[src/rtl/excitation_gen.sv]
// LPC excitation source: per-frame pitch pulse train or LFSR noise, scaled by a latched gain.
// Optional EXCITATION_NOISE_MIX_EN adds 1/8-scale noise to voiced samples.
module excitation_gen #(
  parameter int          FRAME_LEN = 240,
  parameter logic [15:0] LFSR_SEED = 16'hACE1
) (
  input  logic        clk,
  input  logic        rst,
  input  logic        v,
  input  logic        voiced,
  input  logic [15:0] pitch,
  input  logic [15:0] gain,
  output logic [15:0] x,
  output logic        vout,
  output logic        frame_start
);

  localparam int             FCW  = (FRAME_LEN > 1) ? $clog2(FRAME_LEN) : 1;
  localparam logic [FCW-1:0] LAST = FCW'(FRAME_LEN - 1);

  logic [FCW-1:0] r_frame_cnt;
  logic [15:0]    r_pitch_cnt;
  logic [15:0]    r_lfsr;
  logic           r_voiced;
  logic [15:0]    r_pitch;
  logic [14:0]    r_gain;
  logic [15:0]    r_x;
  logic           r_vout;
  logic           r_frame_start;

  logic               w_new_frame;
  logic               w_voiced;
  logic [15:0]        w_pitch;
  logic [14:0]        w_gain;
  logic [15:0]        w_pcnt;
  logic [15:0]        w_pcnt_nxt;
  logic signed [31:0] w_prod;
  logic [15:0]        w_noise;
  logic [15:0]        w_pulse;
  logic [15:0]        w_x;
  logic [15:0]        w_lfsr_nxt;
`ifdef EXCITATION_NOISE_MIX_EN
  logic [17:0]        w_mix_sum;
`endif

  always_comb begin
    w_new_frame = (r_frame_cnt == '0);
    w_voiced    = w_new_frame ? voiced : r_voiced;
    w_pitch     = w_new_frame ? ((pitch < 16'd2) ? 16'd2 : pitch) : r_pitch;
    w_gain      = w_new_frame ? gain[14:0] : r_gain;
    // Entering voiced from noise (or from reset) restarts the pulse phase.
    w_pcnt      = (w_new_frame && voiced && !r_voiced) ? 16'd0 : r_pitch_cnt;
    w_lfsr_nxt  = {r_lfsr[14:0], r_lfsr[15] ^ r_lfsr[13] ^ r_lfsr[12] ^ r_lfsr[10]};

    w_prod = 32'($signed(r_lfsr)) * 32'($signed({1'b0, w_gain}));
    if (w_prod[31] != w_prod[30]) w_noise = w_prod[31] ? 16'h8000 : 16'h7FFF;
    else                          w_noise = w_prod[30:15];

    w_pulse    = 16'd0;
    w_pcnt_nxt = 16'd0;
    w_x        = w_noise;
    if (w_voiced) begin
      if (w_pcnt == 16'd0) begin
        w_pulse    = {1'b0, w_gain};
        w_pcnt_nxt = w_pitch - 16'd1;
      end else begin
        w_pcnt_nxt = w_pcnt - 16'd1;
      end
`ifdef EXCITATION_NOISE_MIX_EN
      w_mix_sum = {2'b00, w_pulse} + {{4{w_prod[31]}}, w_prod[31:18]};
      if (w_mix_sum[17:15] == 3'b000 || w_mix_sum[17:15] == 3'b111) w_x = w_mix_sum[15:0];
      else w_x = w_mix_sum[17] ? 16'h8000 : 16'h7FFF;
`else
      w_x = w_pulse;
`endif
    end
`ifdef EXCITATION_NOISE_MIX_EN
    else begin
      w_mix_sum = 18'd0;
    end
`endif
  end

  always_ff @(posedge clk or negedge rst) begin
    if (!rst) begin
      r_frame_cnt   <= '0;
      r_pitch_cnt   <= 16'd0;
      r_lfsr        <= LFSR_SEED;
      r_voiced      <= 1'b0;
      r_pitch       <= 16'd2;
      r_gain        <= 15'd0;
      r_x           <= 16'd0;
      r_vout        <= 1'b0;
      r_frame_start <= 1'b0;
    end else begin
      r_vout        <= v;
      r_frame_start <= v && w_new_frame;
      if (v) begin
        r_frame_cnt <= (r_frame_cnt == LAST) ? '0 : r_frame_cnt + 1'b1;
        r_pitch_cnt <= w_pcnt_nxt;
        r_lfsr      <= w_lfsr_nxt;
        r_voiced    <= w_voiced;
        r_pitch     <= w_pitch;
        r_gain      <= w_gain;
        r_x         <= w_x;
      end
    end
  end

  assign x           = r_x;
  assign vout        = r_vout;
  assign frame_start = r_frame_start;

endmodule

[config.mk]
export PLATFORM = sky130hd
export DESIGN_NAME = excitation_gen
export DESIGN_NICKNAME = d
export VERILOG_FILES = /design/src/rtl/excitation_gen.sv
export SDC_FILE = /design/constraint.sdc
export NUM_CORES = 1
export LEC_CHECK = 0
export ABC_AREA = 1
export BUFFER_PORTS_ARGS = -buffer_cell sky130_fd_sc_hd__clkbuf_2
export CORE_MARGIN = 3
export CORE_UTILIZATION = 65
export DETAILED_ROUTE_END_ITERATION = 7
export PLACE_DENSITY = 0.9
export SYNTH_ARGS = -nofsm -noshare
export SYNTH_HDL_FRONTEND = slang
export SYNTH_SLANG_ARGS = --single-unit
[constraint.sdc]
create_clock -name clk -period 17.5 [get_ports clk]
set_input_delay 3.5 -clock clk [delete_from_list [all_inputs] [get_ports clk]]
set_output_delay 3.5 -clock clk [all_outputs]
set_load 0.01 [all_outputs]
==> results of run 1 <==
worst max-delay path: cells and delay by family:
| family | cells | cell delay [ns] |
|---|---|---|
| adder cells (fa/ha/maj) | 7 | 3.60 |
| AO/OA/AOI/OAI | 6 | 1.69 |
| buffers and inverters | 6 | 1.07 |
| AND/OR/NAND/NOR | 8 | 1.05 |
metal layers:
metal	up-vias	global-route usage (%)	part of all wire [%]
met1	5965	41.6	37
met2	540	57.2	49
met3	166	5.79	7.6
li1	5530	-	-
met4	0	17.9	6.1
met5	-	0	0
power by group through the flow:
stage,Combinational [W],Sequential (W),Clock (W)
after floorplan,0.000830,0.000278,0
after global placement,0.00105,0.000309,0
after detailed placement,0.00109,0.000312,0
after CTS,0.00110,0.000308,0.000205
after global routing,0.00126,0.000315,0.000213
final,0.00112,0.000312,0.000203
layout make-up:
cell class	instances	area, um^2	area share, %
Inverter	401	1510	10.0
Sequential cell	90	2260	15.1
Timing Repair Buffer	63	345	2.30
Clock inverter	7	76.3	0.508
Tap cell	275	344	2.29
Clock buffer	9	225	1.50
Multi-Input combinational cell	1284	10300	68.3
worst paths after layout:
check	endpoint	slack, ns	startpoint	depth (start not counted)
setup / recovery	x[8]	6.81	gain[3]	27
hold / removal	r_pitch_cnt[15]	0.48	r_pitch_cnt[15]	2
setup reg to reg	x[8]	8.77	r_frame_cnt[0]	31
hold reg to reg	r_pitch_cnt[15]	0.48	r_pitch_cnt[15]	2
max in group asynchronous	x[15]	13.30	rst	2
min in group asynchronous	r_frame_cnt[2]	3.03	rst	1
registers in the layout, summed over array words and instances, names as in the netlist:
| signal | cells |
|---|---|
| r_frame_cnt | 8 |
| vout | 1 |
| r_pitch_cnt | 16 |
| frame_start | 1 |
| x | 16 |
| r_voiced | 1 |
| r_lfsr | 16 |
| r_pitch | 16 |
| r_gain | 15 |
cell usage in the layout (no fill, tap or decap), types with 6 or more instances in the layout:
cell / count
dfstp_2: 9
a31oi_1: 6
dfrtp_1: 81
nand2_2: 9
o21ai_1: 12
o21a_1: 9
clkinv_1: 10
nand3_1: 53
or2_2: 8
o21ai_0: 82
nor3_1: 9
o22ai_1: 10
clkbuf_16: 9
clkbuf_2: 51
fa_1: 245
inv_1: 383
xor2_1: 13
nand3b_1: 7
a21oi_1: 42
xnor2_1: 11
nand4_1: 8
ha_1: 82
buf_4: 12
nand2_1: 435
inv_2: 6
nor2_1: 190
o31ai_1: 13
metrics by stage:
step	hold WS [ns]	area, um^2	setup slack, ns	util [%]
after detailed placement	0.465	14700	6.55	69.0
after CTS	0.484	15000	6.91	70.4
after global placement	0.462	14700	6.79	69.0
final	0.482	15000	6.81	70.4
after global routing	0.506	15000	6.37	70.4
after floorplan	0.448	14300	8.00	-
cell families after synthesis:
| kind of cell | synth area share (%) |
|---|---|
| AND/OR/NAND/NOR | 21.2 |
| XOR/XNOR | 1.47 |
| buffers and inverters | 12.5 |
| AO/OA/AOI/OAI | 7.62 |
| adder cells (fa/ha/maj) | 41.4 |
| flip-flops | 15.8 |
==> impl_metrics.json, run 1 <==
{
  "synthArstFlopShare_pct": 100,
  "crit_arrival_ns": 10.95,
  "io_pins": 54,
  "synthesis.nets": 2197,
  "fillers": 1658,
  "vias": 12201,
  "synth_edf_count": 0,
  "initial_core_util_pct": 67.1,
  "post-place-cells": 2113,
  "power_density_nw_per_um2": 109,
  "hold_violations": 0,
  "grt-ovfl-total": 0,
  "yosys_most_used_dff": "dfrtp_1",
  "fp.coreArea_um2": 21400,
  "cts_root_buf": "clkbuf_16",
  "p_int_w": 0.000745,
  "wirelength_um": 38200,
  "slowest_stage": "fa_1",
  "crit_path_end_kind": "flip-flop",
  "detail_route.wl_per_cell_um": 17.9,
  "cts_sinks": 90,
  "yosys-top-cells-area": "fa_1, dfrtp_1, nand2_1",
  "drtIter0Drc": 1081,
  "avgSynthCellArea_um2": 7.81,
  "antenna_cells": 0,
  "p_seq_share_pct": 19.1,
  "post_drt_via_cell_ratio": 5.73,
  "synth_top_area_cell": "fa_1",
  "drc": 0,
  "cts_resized": 0,
  "die_w_um": 154,
  "p_sw_w": 0.000887,
  "period_needed_ns": 10.69,
  "setup_tns_ns": 0,
  "total_power_w": 0.00163,
  "grt_pass1_vias": 13030,
  "synth_area_um2": 14300,
  "cts_buffers": 9,
  "synth_top_area_share_pct": 34.2,
  "power_frac_comb_pct": 68.5,
  "clockBufferDepth": 2,
  "gr-usage-all-layers_pct": 33.8,
  "setup_violations": 0,
  "antenna_found_initial": 0,
  "cts_tree": "built",
  "tightestPinTransition_ns": 0.900,
  "grt_pass1_wl_um": 63700,
  "min_period_over_period_pct": 61.1,
  "drv_slew": 0,
  "grt_max_degree": 69,
  "yosys-top-cells-count": "nand2_1, inv_1, fa_1",
  "leakage_nw": 8.05,
  "crit_required_ns": 17.76,
  "drv_cap": 0,
  "clkTransAtPathRegs_ns": 0.08,
  "chipHeight_um": 154,
  "hpwl_um": 30300,
  "dr.pass1.iters": 5,
  "skew_ns": 0.0188,
  "hold_buffers": 0,
  "post_cts_buffers": 0,
  "ant_nets": 0,
  "nNetsFinal": 2212,
  "fmax_ghz": 0.0935,
  "dieArea_um2": 23900,
  "ir_worst_vdd_uv": 91.7,
  "start_kind": "primary input",
  "drive_gt1_share_pct": 6.90,
  "place_congestion": 0.959,
  "critPathMaxStageDelay_ns": 0.61,
  "crit_fanout": 14,
  "rsz0062_at_grt": "no",
  "slew_headroom_pct": 40.0,
  "cts_max_level": 3,
  "syn_to_final_growth_pct": 4.96,
  "synth_cell_types": 49,
  "swShare_pct": 54.4,
  "clock_latency_ns": 0.37,
  "rows": 53,
  "io_buffers": 52,
  "synth-seq-cells": 90,
  "power_frac_clock_pct": 12.4,
  "ys_seq_area_share_pct": 15.8,
  "synthCells": 1834,
  "stdcell_count": 2129,
  "yosysWarnings": 0,
  "hold_path.class": "reg -> reg",
  "yosysMostFrequentCell": "nand2_1",
  "path_class": "in -> reg",
  "status": "complete, no violations"
}
Note: power is estimated with default switching activity, not from simulation.
==> run 2: changes to the inputs <==
clock period = 10.1 ns   (was 17.5 ns; I/O delays follow)
==> run 2 against run 1 <==
Die area unchanged. Largest power group unchanged. Highest routed layer unchanged. Critical path depth up 1. Sequential cell count unchanged. First-iteration DRC count up 2.6%. Critical endpoint is now x[1]. Worst hold slack better by 0.00063 ns. Global-route usage up 0.083 points. Utilization up 0.20 points.
==> impl_metrics.json, run 2 (same netlist as run 1, synthesis figures left out) <==
{
  "status": "complete, no violations",
  "mostFrequentLayoutCells": "nand2_1, inv_1, fa_1",
  "detail_route.wl_per_cell_um": 17.9,
  "crit_required_ns": 10.35,
  "hold_violations": 0,
  "final_util_pct": 70.6,
  "crit_buf_inv": 6,
  "start_kind": "primary input",
  "drc": 0,
  "cts_sinks": 90,
  "dieArea_um2": 23900,
  "ant_nets": 0,
  "crit_top_cell": "nand2_1",
  "design_area_um2": 15100,
  "fp.coreArea_um2": 21400,
  "crit_path_end_kind": "flip-flop",
  "cts_resized": 0,
  "layout_commonest_cell": "nand2_1",
  "critPathMaxStageDelay_ns": 0.60,
  "cts_buffers": 9,
  "place_congestion": 0.989,
  "io_buffers": 52,
  "dr.pass1.iters": 6,
  "post_drt_via_cell_ratio": 5.73,
  "clkTransAtPathRegs_ns": 0.08,
  "drive_gt1_share_pct": 7.15,
  "fillers": 1616,
  "rsz0062_at_grt": "no",
  "drtIter0Drc": 1109,
  "slowest_stage": "fa_1",
  "antenna_cells": 0,
  "crit_arrival_ns": 8.99,
  "cp.depth": 28,
  "hpwl_um": 30700,
  "fmax_ghz": 0.114,
  "setup_tns_ns": 0,
  "whs_ns": 0.483,
  "chipHeight_um": 154,
  "ir_worst_vdd_uv": 158,
  "clock_latency_ns": 0.37,
  "nNetsFinal": 2217,
  "antenna_found_initial": 0,
  "crit_family": "adder cells",
  "clockBufferDepth": 2,
  "skew_ns": 0.0150,
  "setup_violations": 0,
  "initial_core_util_pct": 67.1,
  "drv_slew": 0,
  "dp_slack_ns": 1.06,
  "hold_path.class": "reg -> reg",
  "grt_max_degree": 69,
  "grt_pass1_vias": 13020,
  "drv_cap": 0,
  "gr-usage-all-layers_pct": 33.9,
  "syn_to_final_growth_pct": 5.26,
  "cts_root_buf": "clkbuf_16",
  "tightestPinTransition_ns": 0.886,
  "cts_tree": "built",
  "rows": 53,
  "wirelength_um": 38300,
  "hold_buffers": 0,
  "min_period_over_period_pct": 86.6,
  "placed_cell_area_um2": 14800,
  "die_w_um": 154,
  "cts_max_level": 3,
  "path_class": "in -> reg",
  "vias": 12220,
  "io_pins": 54,
  "grt_pass1_wl_um": 64000,
  "r2r_cells": 32,
  "hold_depth": 2,
  "leakage_nw": 8.08,
  "layout_setup_ws_ns": 1.35,
  "period_needed_ns": 8.75,
  "crit_fanout": 15,
  "power_density_nw_per_um2": 188,
  "grt-ovfl-total": 0,
  "slew_headroom_pct": 40.9,
  "post_cts_buffers": 0
}
## run 2: cell types whose count changed in the layout (fill, tap and decap cells not counted)
cell / before / now
clkinv_8: 1 / 2
buf_4: 12 / 17
inv_8: 3 / 2
## run 2: where the power goes
group	internal [W]	switching, W	leakage [nW]
clock	0.000177	0.000174	0.150
combinational	0.000676	0.00126	6.80
sequential	0.000438	0.000102	1.13
total	0.00129	0.00154	8.08
## run 2: worst reg2reg max path, delay by kind of cell (launching register included)
kind,cells,cell delay (ns)
AND/OR/NAND/NOR,12,1.67
buffers and inverters,7,1.46
flip-flops,1,0.39
adder cells (fa/ha/maj),8,3.80
AO/OA/AOI/OAI,5,0.89
## run 2: worst paths after layout
path,startpoint,slack [ns],endpoint
worst max-delay path,gain[3],1.35,x[1]
worst min-delay path,x[3],0.48,x[3]
worst max register to register,r_frame_cnt[1],1.77,x[1]
worst min register to register,x[3],0.48,x[3]
max in group asynchronous,rst,7.35,x[2]
min in group asynchronous,rst,1.55,r_frame_cnt[2]
## run 2: stage by stage
step           std cells  total power [W]
6_report            2134          0.00283
5_1_grt             2134          0.00311
4_1_cts             2134          0.00281
3_5_place_dp        2118          0.00244
3_3_place_gp        2118          0.00236
2_1_floorplan       1834          0.00192
## run 2: layer usage
layer  global-route usage [%]  vias to the layer above  share of wire (%)
met4                     16.7                        0                5.5
li1                         -                     5547                  -
met5                        0                        -                  0
met1                     42.3                     5992                 37
met2                     56.9                      534                 49
met3                     6.49                      147                7.8
## run 2: cell type report
class	count	area, um^2	area share (%)
well taps	275	344	2.28
clock inverters	7	81.3	0.539
inverters	401	1510	10.0
repair buffers	68	383	2.54
multi-input cells	1284	10300	68.1
flip-flops and latches	90	2260	15.0
clock buffers	9	225	1.49
==> run 3: changes to the inputs <==
ABC_AREA = unset   (was 1)
==> run 3 against run 2 <==
Worst hold slack got worse by 0.0073 ns. Via count fell by 7.1%. Non-clock buffer count rose by 5. Register-to-register slack got worse by 0.91 ns. Utilization barely moved. Critical path type is now reg -> reg.
==> impl_metrics.json, run 3 <==
{
  "rsz0062_at_grt": "no",
  "grt-ovfl-total": 0,
  "status": "complete, no violations",
  "synth_area_um2": 14200,
  "synth_top_area_share_pct": 34.6,
  "antenna_cells": 0,
  "crit_fanout": 28,
  "setup_tns_ns": 0,
  "yosysWarnings": 0,
  "synthesis.nets": 1910,
  "critPathMaxStageDelay_ns": 0.69,
  "chipHeight_um": 154,
  "clock_latency_ns": 0.35,
  "avgSynthCellArea_um2": 9.17,
  "whs_ns": 0.475,
  "grt_pass1_vias": 12327,
  "synth_cell_types": 76,
  "synth-seq-cells": 90,
  "gr-usage-all-layers_pct": 32.1,
  "fp.coreArea_um2": 21200,
  "mostFrequentLayoutCells": "inv_1, fa_1, nand2_1",
  "cts_buffers": 9,
  "dieArea_um2": 23600,
  "hold_buffers": 0,
  "cts_resized": 0,
  "vias": 11351,
  "clkTransAtPathRegs_ns": 0.07,
  "yosys-top-cells-count": "inv_1, fa_1, nand2_1",
  "crit_arrival_ns": 9.48,
  "cts_max_level": 3,
  "min_period_over_period_pct": 91.5,
  "drv_slew": 0,
  "final_util_pct": 70.6,
  "dr.pass1.iters": 6,
  "ys_seq_area_share_pct": 15.9,
  "layout_setup_ws_ns": 0.858,
  "cts_root_buf": "clkbuf_16",
  "clockBufferDepth": 2,
  "post_cts_buffers": 0,
  "crit_required_ns": 10.34,
  "synthCells": 1547,
  "period_needed_ns": 9.24,
  "crit_top_cell": "fa_1",
  "post_drt_via_cell_ratio": 6.16,
  "hold_violations": 0,
  "rows": 53,
  "antenna_found_initial": 0,
  "detail_route.wl_per_cell_um": 20.1,
  "crit_path_end_kind": "flip-flop",
  "skew_ns": 0.00814,
  "drtIter0Drc": 1155,
  "cts_sinks": 90,
  "wirelength_um": 36900,
  "hpwl_um": 28500,
  "drive_gt1_share_pct": 10.1,
  "place_congestion": 0.973,
  "reg2reg_slack_ns": 0.86,
  "hold_path.class": "reg -> reg",
  "io_pins": 54,
  "yosys_most_used_dff": "dfrtp_1",
  "io_buffers": 52,
  "drv_cap": 0,
  "fmax_ghz": 0.108,
  "drc": 0,
  "tightestPinTransition_ns": 1.04,
  "synth_edf_count": 0,
  "yosys-top-cells-area": "fa_1, dfrtp_1, inv_1",
  "setup_violations": 0,
  "slew_headroom_pct": 30.8,
  "slowest_stage": "nand2_1",
  "ant_nets": 0,
  "dp_slack_ns": 0.828,
  "yosysMostFrequentCell": "inv_1",
  "syn_to_final_growth_pct": 5.49,
  "nNetsFinal": 1925,
  "start_kind": "flip-flop",
  "path_class": "reg -> reg",
  "synthArstFlopShare_pct": 100,
  "fillers": 1512,
  "die_w_um": 154,
  "initial_core_util_pct": 66.9,
  "grt_pass1_wl_um": 60900,
  "cts_tree": "built",
  "grt_max_degree": 77,
  "synth_top_area_cell": "fa_1",
  "layout_commonest_cell": "inv_1"
}
==> run 3: cell count changes in the layout (fill, tap and decap cells not counted), moves of 25 or more <==
cell     change
inv_1       -85
and2_1      +43
nand3_1     -41
nand2_1    -232
o21ai_0     -45
mux2_2      +35
nor2_1     -146
nor2b_1     +80
a21oi_1     +25
==> run 3: final cells by class <==
cell class	instances	area, um^2	share of cell area, %
Multi-Input combinational cell	1090	10500	70.4
Timing Repair Buffer	73	420	2.81
Clock inverter	7	58.8	0.393
Tap cell	275	344	2.30
Sequential cell	90	2260	15.1
Clock buffer	9	225	1.50
Inverter	298	1120	7.47
==> run 3: metrics by stage <==
stage          cell area [um^2]  std cells
3_5_place_dp              14700       1826
4_1_cts                   15000       1842
5_1_grt                   15000       1842
6_report                  15000       1842
3_3_place_gp              14700       1826
2_1_floorplan             14200       1547
==> run 3: path summary, 6_finish.rpt <==
| path | start | end | cells after the start |
|---|---|---|---|
| setup / recovery | r_frame_cnt[0] | x[11] | 28 |
| hold / removal | r_pitch[0] | r_pitch[0] | 2 |
| setup reg to reg | r_frame_cnt[0] | x[11] | 28 |
| hold reg to reg | r_pitch[0] | r_pitch[0] | 2 |
| max in group asynchronous | rst | r_frame_cnt[1] | 2 |
| min in group asynchronous | rst | r_pitch_cnt[7] | 1 |
==> run 3: metal layers <==
layer	share of wire [%]	GRT usage, %
met5	0	0
met4	4.8	14.0
met3	9.6	5.21
met2	49	53.5
met1	36	41.8
==> run 3: logic make-up after synthesis <==
logic type,after synthesis,synth area share (%)
AND/OR/NAND/NOR,455,15.8
buffers and inverters,367,9.78
adder cells (fa/ha/maj),328,41.9
AO/OA/AOI/OAI,219,10.3
flip-flops,90,15.9
multiplexers,47,3.62
XOR/XNOR,41,2.64
==> run 3: worst max-delay path: cells and delay by family (launching register included) <==
kind,cells,cell delay (ns)
buffers and inverters,6,0.89
and+or+nand+nor,7,2.27
xor gates and xnor gates,1,0.43
AOI/OAI and AO/OA,6,1.50
adders and majority gates,8,3.58
DFF,1,0.43
Power of run 3 is left out: the tool's default activity adds up to more than one toggle a clock period on the data nets, which glitch-free logic cannot reach.
